[src/rtl/feature_window.sv]
// feature_window: per-channel sliding window of the last DEPTH accepted
// samples with an exact running sum, fill tracking and input decimation.
module feature_window #(
    parameter  int DATA_W   = 37,
    parameter  int DEPTH    = 6,
    parameter  int CHANNELS = 2,
    parameter  int DECIM    = 1,
    localparam int SUM_W    = DATA_W + $clog2(DEPTH),
    localparam int FILL_W   = $clog2(DEPTH + 1)
) (
    input  logic                            clk,
    input  logic                            rst_n,
    input  logic                            en,
    input  logic                            flush,
    input  logic                            data_ready,
    input  logic [CHANNELS*DATA_W-1:0]       din,
    output logic [CHANNELS*DEPTH*DATA_W-1:0] taps,
    output logic [CHANNELS*SUM_W-1:0]        win_sum,
    output logic [FILL_W-1:0]                fill,
    output logic                            data_valid,
    output logic                            push
);

    localparam int DEC_W = (DECIM > 1) ? $clog2(DECIM) : 1;
    localparam int EXT_W = SUM_W - DATA_W;

    typedef logic signed [DATA_W-1:0] sample_t;
    typedef logic signed [SUM_W-1:0]  sum_t;

    sample_t           tap_q  [CHANNELS][DEPTH];
    sum_t              sum_q  [CHANNELS];
    sum_t              sum_nx [CHANNELS];
    logic [FILL_W-1:0] fill_q;
    logic [FILL_W-1:0] fill_nx;
    logic [DEC_W-1:0]  dec_q;
    logic [DEC_W-1:0]  dec_nx;
    logic              valid_q;
    logic              push_q;
    logic              run;
    logic              qual;
    logic              clear;
    logic              dec_hit;
    logic              accept;

    function automatic sum_t sext(input sample_t s);
        return {{EXT_W{s[DATA_W-1]}}, s};
    endfunction

    // en is an active-low enable: every update is gated by run.
    assign run     = ~en;
    assign qual    = run & data_ready & ~flush;
    assign clear   = run & flush;
    assign dec_hit = (dec_q == DEC_W'(DECIM - 1));
    assign accept  = qual & dec_hit;

    always_comb begin
        dec_nx = dec_q;
        if (clear) begin
            dec_nx = '0;
        end else if (qual) begin
            dec_nx = dec_hit ? '0 : dec_q + DEC_W'(1);
        end
    end

    always_comb begin
        fill_nx = fill_q;
        if (clear) begin
            fill_nx = '0;
        end else if (accept && fill_q != FILL_W'(DEPTH)) begin
            fill_nx = fill_q + FILL_W'(1);
        end
    end

    // SUM_W covers DEPTH full-scale samples, so the add/subtract stays exact.
    always_comb begin
        for (int c = 0; c < CHANNELS; c++) begin
            sum_nx[c] = sum_q[c];
            if (clear) begin
                sum_nx[c] = '0;
            end else if (accept) begin
                sum_nx[c] = sum_q[c]
                          + sext(din[c*DATA_W +: DATA_W])
                          - sext(tap_q[c][DEPTH-1]);
            end
        end
    end

    always_ff @(posedge clk or negedge rst_n) begin
        if (!rst_n) begin
            for (int c = 0; c < CHANNELS; c++) begin
                for (int k = 0; k < DEPTH; k++) begin
                    tap_q[c][k] <= '0;
                end
            end
        end else if (clear) begin
            for (int c = 0; c < CHANNELS; c++) begin
                for (int k = 0; k < DEPTH; k++) begin
                    tap_q[c][k] <= '0;
                end
            end
        end else if (accept) begin
            for (int c = 0; c < CHANNELS; c++) begin
                tap_q[c][0] <= din[c*DATA_W +: DATA_W];
                for (int k = 1; k < DEPTH; k++) begin
                    tap_q[c][k] <= tap_q[c][k-1];
                end
            end
        end
    end

    always_ff @(posedge clk or negedge rst_n) begin
        if (!rst_n) begin
            for (int c = 0; c < CHANNELS; c++) begin
                sum_q[c] <= '0;
            end
            fill_q  <= '0;
            dec_q   <= '0;
            valid_q <= 1'b0;
            push_q  <= 1'b0;
        end else begin
            for (int c = 0; c < CHANNELS; c++) begin
                sum_q[c] <= sum_nx[c];
            end
            fill_q  <= fill_nx;
            dec_q   <= dec_nx;
            valid_q <= (fill_nx == FILL_W'(DEPTH));
            push_q  <= accept;
        end
    end

    for (genvar c = 0; c < CHANNELS; c++) begin : g_ch
        assign win_sum[c*SUM_W +: SUM_W] = sum_q[c];
        for (genvar k = 0; k < DEPTH; k++) begin : g_tap
            assign taps[(c*DEPTH+k)*DATA_W +: DATA_W] = tap_q[c][k];
        end
    end

    assign fill       = fill_q;
    assign data_valid = valid_q;
    assign push       = push_q;

endmodule

[config.mk]
export PLATFORM = sky130hd
export DESIGN_NAME = feature_window
export DESIGN_NICKNAME = d
export VERILOG_FILES = /design/src/rtl/feature_window.sv
export SDC_FILE = /design/constraint.sdc
export NUM_CORES = 1
export LEC_CHECK = 0
export ABC_AREA = 0
export BUFFER_PORTS_ARGS = -buffer_cell sky130_fd_sc_hd__buf_2
export CAP_MARGIN = 10
export CORE_AREA = 2 2 238 240
export DETAILED_ROUTE_END_ITERATION = 12
export DIE_AREA = 0 0 240 242
export PLACE_DENSITY = 0.7
export SYNTH_ARGS = -nofsm -noshare
export SYNTH_HDL_FRONTEND = slang
export SYNTH_SLANG_ARGS = --single-unit
export TNS_END_PERCENT = 30
[constraint.sdc]
create_clock -name clk -period 9.5 [get_ports clk]
set_input_delay 0.475 -clock clk [delete_from_list [all_inputs] [get_ports clk]]
set_output_delay 0.475 -clock clk [all_outputs]
set_load 0.05 [all_outputs]
### Word level (Yosys, flattened, before mapping)

Index checks and enable logic that the tools add are counted.

* bitwise logic cells: 7
* reductions and logical operators: 3
* eq/ne operators: 2
* muxes and demuxes: 11
* add/subtract/negate cells: 6

Operators with widths (number)
* 2-to-1 mux 444 bit: 2
* 2-to-1 mux 40 bit: 4
* adder 40 x 37 -> 40 bit: 2
* subtractor 40 x 37 -> 40 bit: 2
* 2-to-1 mux 3 bit: 2
* bitwise AND 1 bit: 4
* nonzero test 2 bit: 2
* adder 3 x 1 -> 3 bit, second input constant: 1
* equality test 3 bit, second input constant: 1
* 2-to-1 mux 1 bit: 3
* != test 3 bit, second input constant: 1
* NOT 1 bit: 3
* adder 1 bit, second input constant: 1
* logical AND 1 bit: 1

* logic and storage cells: 47
* flip-flop bits (word level): 530
* output and inout port bits: 529

### Longest topological paths before layout

Gate-level depths: netlist of the first run.

* depth in word-level cells: 8
* gate-level depth with buffers: 13
* mapped depth without buffers: 13

### Worst setup path after synthesis of the first run

No wires, ideal clock.

* path type: reg2reg
* start: reg sum_q, in the netlist win_sum[0]
* end: reg sum_q, in the netlist win_sum[36]
* data arrival time: 3.257 ns
* cell stages (with the launch flop): 14
* buffers on the path: 0
* slack: 6.115 ns
* path through: dfrtp_1 > inv_1 > ha_1 > inv_1 > ha_1 > fa_1 > a211oi_1 > o211a_1 > nor3_1 > o21ai_1 > o41ai_4 > a221oi_1 > mux2i_1 > nand3_1

* word-level cells in the longest chain between the ends: 4

Ends and longest elaborated chain
* start: declaration: line 31 `sum_t sum_q [CHANNELS];`
* start signal: indexed assignment: line 122 `sum_q[c] <= sum_nx[c];`
* adder 40 x 37 -> 40 bit: line 82 `+ sext(din[c*DATA_W +: DATA_W])`
* subtractor 40 x 37 -> 40 bit: line 83 `- sext(tap_q[c][DEPTH-1]);`
* 2-to-1 mux 40 bit: line 80 `end else if (accept) begin`
* 2-to-1 mux 40 bit: line 78 `if (clear) begin`

Every way passes these cells. The select of a mux whose other input is x is not followed.
A chain may end at the register's enable or synchronous reset.

### Final worst setup path of the first run

* start: reg tap_q, in the netlist taps[441]
* end: reg sum_q, in the netlist win_sum[79]

* word-level cells in the longest chain between the ends: 3

Ends and longest elaborated chain
* start: declaration: line 30 `sample_t tap_q [CHANNELS][DEPTH];`
* start signal: indexed assignment: line 103 `tap_q[c][0] <= din[c*DATA_W +: DATA_W];`
* start signal: indexed assignment: line 105 `tap_q[c][k] <= tap_q[c][k-1];`
* subtractor 40 x 37 -> 40 bit: line 83
* 2-to-1 mux 40 bit: line 80
* 2-to-1 mux 40 bit: line 78

Every way passes these cells. The select of a mux whose other input is x is not followed.

==> results.ini, run 1 <==
[placement]
port_buffers=607
dp.cells=3597
dp_slack_ps=5549
place_hpwl_um=54750
routabilityCongestion=0.8973

[sta]
worst_pin_slew_ps=1182
holdWs_ps=156.4
setup_tns_ps=0
fin_ws_ps=5707
layout_min_cycle_time_ps=3793
slew_viol_final=0
clock.fmax_mhz=263.7
slew_headroom_pct=21.18
finalClockSkew_ps=14.75
finalCritPeriodShare_pct=39.92
rsz0062_at_grt=no
finalHoldViolCount=0
setup_viol=0

[synth]
netlist_area_um2=25710
post-synth-top-count-cell=dfrtp_1
synth.area.top_cells=dfrtp_1 (51%), a22o_1 (13%), fa_1 (6.1%)
synth.yosys.warnings=0
synth_common_cells=dfrtp_1 (529), a22o_1 (379), inv_1 (330)
yosys.cell_types.count=71
yosys.area.top_type_share_pct=51.48
synth_edf_count=0
synthArstFlopShare_pct=100.0
ys_seq_elements=529
syn_nets=2606
synthFlopType=dfrtp_1
avgSynthCellArea_um2=10.87
ys_seq_area_share_pct=51.48
synthCells=2365
yosysTopAreaCell=dfrtp_1

[worst_setup_path]
critPathLaunchType=register
cp.required_ps=10010
critPathCaptureType=register
path_class=reg -> reg
critPathArrivalTime_ps=4300
path_max_fanout=11

[pwr]
power-per-cell-area_nw_per_um2=274.1
leakagePower_nw=17.04
irDropWorstVdd_uv=164.9

[global_routing]
grt_start_max_net_pins=226
grt_pass1_vias=20450
grt_remaining_overflow=0
grt_pass1_wl_um=119300
antenna_found_initial=4
grt_usage_pct=25.81

[layout]
layout-drive-gt1-share_pct=25.03
layout.cells.non_filler=3697
syn_to_final_growth_pct=21.46
fin_nets=3140

[clock_tree]
cts.htree.levels=2
postCtsSetupRepairBufs=0
clk_pin_slew_worst_paths_ps=60
cts_made_buffers=55
cts_tree=built
cts_sinks=529
cts-resized-gates=0
clockRootBuffer=clkbuf_16
clkLatencyLatePin_ps=600
cts_buffer_depth=3
cts_hold_buf=1

[routing]
wl_met2_um=36740
drc=0
ant_nets=0
drtIter0Drc=1484
met1_length_um=31700
wl_um=76020
maxUsedRoutingLayer=met5
via_per_inst=5.611
dr_wl_met3_um=5301
avgRoutedWirePerCell_um=20.56
firstDrtPassIters=5
num_vias=20740

[floorplanning]
die_w_um=240
rows=87
fp.dieArea_um2=58080
num_io_pins=608
core_um2=55730
start_util_pct=46.14
die-height_um=242

[status]
status=complete, no violations

[min_path]
hold_path_class=in -> reg

[flow_run]
maxCapViolCount=0

[layout make-up]
type                    instances  area (um2)
clock buffers                  79        1679
multi-input cells            1362       10710
repair buffers                621        3181
diodes                          4       10.01
fillers                      4908       24500
flip-flops and latches        529       13240
clock inverters                16       225.2
well taps                     756       945.9
inverters                     330        1246
[registers in the layout, summed over array words and instances (netlist names)]
name and count:
win_sum 80, taps 444, push 1, data_valid 1, fill 3
[layout by cell type (no fill, tap or decap), types with 49 or more instances in the layout]
master / instances
fa_1: 78
inv_1: 329
clkbuf_16: 57
a22o_1: 379
nand2_1: 191
a21oi_1: 80
nor2_1: 49
buf_2: 606
ha_1: 84
dfrtp_1: 529
o21ai_0: 151
[routing by layer]
metal  up-vias  GRT usage [%]
met2       757          42.37
met5         -              0
li1       9315              -
met1     10530          34.53
met3       138          5.447
met4         4          7.526
[path summary, 6_finish.rpt]
check / start / to / slack, ps / depth (start not counted)
worst min-delay path: din[0] / taps[0]$_DFFE_PN0P_ / 160 / 2
worst max-delay path: taps[441]$_DFFE_PN0P_ / win_sum[79]$_DFFE_PN0P_ / 5710 / 11
max in group asynchronous: rst_n / taps[437]$_DFFE_PN0P_ / 6770 / 4
worst max register to register: taps[441]$_DFFE_PN0P_ / win_sum[79]$_DFFE_PN0P_ / 5710 / 11
min in group asynchronous: rst_n / taps[265]$_DFFE_PN0P_ / 480 / 2
worst min register to register: win_sum[34]$_DFFE_PN0P_ / win_sum[34]$_DFFE_PN0P_ / 510 / 2
[logic make-up (layout without fill, tap and decap cells)]
kind of cell | count (synthesis) | after routing | share of synthesized area [%]
xor gates and xnor gates | 65 | 65 | 2.214
buffers and inverters | 474 | 1046 | 6.949
adders and majority gates | 162 | 162 | 10.16
DFF | 529 | 529 | 51.48
and+or+nand+nor | 348 | 348 | 6.048
muxes | 7 | 7 | 0.2774
other | 0 | 4 | 0
AOI/OAI and AO/OA | 780 | 780 | 22.87
[report_power, final]
group / switching (mW) / total (mW) / internal (mW)
combinational: 2.51 / 3.70 / 1.19
clock: 0.902 / 2.26 / 1.36
sequential: 0.171 / 2.61 / 2.43
total: 3.59 / 8.56 / 4.98
[worst max-delay path, stage by stage, from the launching register on]
cell,delay (ps)
dfrtp_1,430
fa_1,520
inv_1,50
ha_1,430
a2111oi_0,740
o211ai_1,220
a221oi_1,260
a211oi_1,80
nor2_1,240
mux2_1,370
a211oi_1,210
o21bai_1,160
[per-stage QoR]
step	utilization [%]	area, um2	total power [mW]
2_1_floorplan	-	25710	5.342
3_3_place_gp	52.59	29310	6.239
3_5_place_dp	52.59	29310	6.291
4_1_cts	56.02	31220	8.586
5_1_grt	56.03	31220	9.055
6_report	56.04	31230	8.561
Power figures use the tool's default switching activity.
==> run 2, diff against run 1 <==
- CORE_AREA: 2 2 238 240 -> 2 2 239 241
- DIE_AREA: 0 0 240 242 -> 0 0 241 243
- PLACE_DENSITY: 0.7 -> 0.73
- clock period: 9.5 -> 3.38 ns (I/O delays scaled with it)
==> run 2 against run 1 <==
  * Register-to-register slack worse by 5700 ps
  * Critical path type unchanged
  * Wire length up 3.3%
  * Clock skew up 8.2 ps
==> results.ini, run 2 (same netlist as run 1, synthesis figures left out) <==
[sta]
clock.fmax_mhz=300.7
fin_ws_ps=54.00
setup_viol=0
rsz0062_at_grt=yes
finalHoldViolCount=0
finalCritPeriodShare_pct=98.40
slew_headroom_pct=40.20
worst_pin_slew_ps=897.0
finalClockSkew_ps=22.94
setup_tns_ps=0
slew_viol_final=0
layout_min_cycle_time_ps=3326

[pwr]
power-per-cell-area_nw_per_um2=766.8
leakagePower_nw=17.82
irDropWorstVdd_uv=490.8

[clock_tree]
clockRootBuffer=clkbuf_16
cts_made_buffers=56
cts_tree=built
clkLatencyLatePin_ps=620
cts.htree.levels=2
cts_sinks=529
clk_pin_slew_worst_paths_ps=60
cts_buffer_depth=3

[layout]
finalInstanceArea_um2=32960
largest_register_ffs=444
post-route-util_pct=58.91
final-seq-area_um2=13240
layout.cells.non_filler=3856
final_cell_mix=buf_2 (606), dfrtp_1 (528), a22o_1 (379)
layout-drive-gt1-share_pct=27.39
final_common_cell=buf_2
syn_to_final_growth_pct=28.19
fillCellCount=4634
fin_nets=3294
multi_input_area_um2=10900
n_antenna_cell=0

[floorplanning]
die_w_um=241
start_util_pct=45.96
die-height_um=243
rows=87
core_um2=55950
fp.dieArea_um2=58560
num_io_pins=608

[global_routing]
grt_usage_pct=26.30
grt_remaining_overflow=0
grt_pass1_vias=21620
antenna_found_initial=0
grt_start_max_net_pins=117
grt_pass1_wl_um=122900

[flow_run]
maxCapViolCount=0

[routing]
wl_met2_um=37840
met1_length_um=31460
drc=0
maxUsedRoutingLayer=met4
firstDrtPassIters=5
wl_um=78510
ant_nets=0
via_per_inst=5.583
dr_wl_met3_um=5785
num_vias=21530
avgRoutedWirePerCell_um=20.36
drtIter0Drc=1573

[worst_setup_path]
critPathLaunchType=register
path_class=reg -> reg
critPathArrivalTime_ps=3770
cpMostUsedCell=o31ai_4
cp.required_ps=3830
critPathCaptureType=register
cp_num_buf_inv=2
crit_slowest_cell=fa_1
regToRegSetupSlack_ps=50
path_cells=fa_1 > inv_1 > ha_4 > o21ai_2 > o31ai_4 > a211oi_4 > buf_4 > o31a_4 > o31ai_4 > a31oi_1 > xor2_1 > o21ai_1
path_max_fanout=4
cp_top_family=compound AO/OA/AOI/OAI gates
cp_slowest_stage_delay_ps=530

[placement]
dp.cells=3669
placed_area_um2=29960
place_hpwl_um=56160
dp_slack_ps=-84.25
port_buffers=607
routabilityCongestion=0.9136

[min_path]
hold_path_class=in -> reg

[status]
status=complete, no violations

run 2: final timing paths:
check                                        startpoint                 endpoint  cells after the start
worst max-delay path              taps[188]$_DFFE_PN0P_  win_sum[29]$_DFFE_PN0P_                     12
worst min-delay path                              flush        fill[0]$_DFF_PN0_                      3
worst max register to register    taps[188]$_DFFE_PN0P_  win_sum[29]$_DFFE_PN0P_                     12
worst min register to register  win_sum[46]$_DFFE_PN0P_  win_sum[46]$_DFFE_PN0P_                      2
max in group asynchronous                         rst_n   win_sum[0]$_DFFE_PN0P_                      3
min in group asynchronous                         rst_n    taps[277]$_DFFE_PN0P_                      2
run 2: cell type report:
class | count | share of cell area, %
flip-flops and latches | 529 | 40.16
multi-input cells | 1362 | 33.08
repair buffers | 774 | 14.04
clock buffers | 78 | 4.813
inverters | 330 | 3.781
well taps | 756 | 2.870
clock inverters | 27 | 1.245
run 2: timing repair:
item                                    CTS  global route
pin swaps                                 2             8
resized for setup                         2            42
buffers inserted                          0             6
endpoints found under the setup margin    5            28
hold buffers                             76             0
hold endpoints to repair                163             0
run 2: through the flow:
| step | total power, mW | hold WS [ps] |
|---|---|---|
| after CTS | 24.97 | 25.21 |
| after global routing | 26.72 | 64.82 |
| after floorplan | 15.02 | -126.6 |
| after global placement | 17.99 | 265.2 |
| after detailed placement | 18.16 | 279.9 |
| final | 25.28 | 72.15 |
run 2: power by group:
| group | internal (mW) | leakage (nW) | switching (mW) | total (mW) |
|---|---|---|---|---|
| combinational | 3.95 | 9.60 | 7.36 | 11.3 |
| sequential | 6.84 | 7.27 | 0.478 | 7.32 |
| clock | 3.98 | 0.958 | 2.66 | 6.65 |
run 2: per-layer routing:
| metal | global-route usage (%) | vias up |
|---|---|---|
| li1 | - | 9627 |
| met1 | 33.85 | 10850 |
| met2 | 42.74 | 862 |
| met3 | 5.868 | 191 |
| met4 | 11.11 | 0 |
| met5 | 0 | - |
run 2: worst min-delay path, stage by stage:
cell and delay (ps):
buf_2 130, nor2b_1 160, nor2_1 150
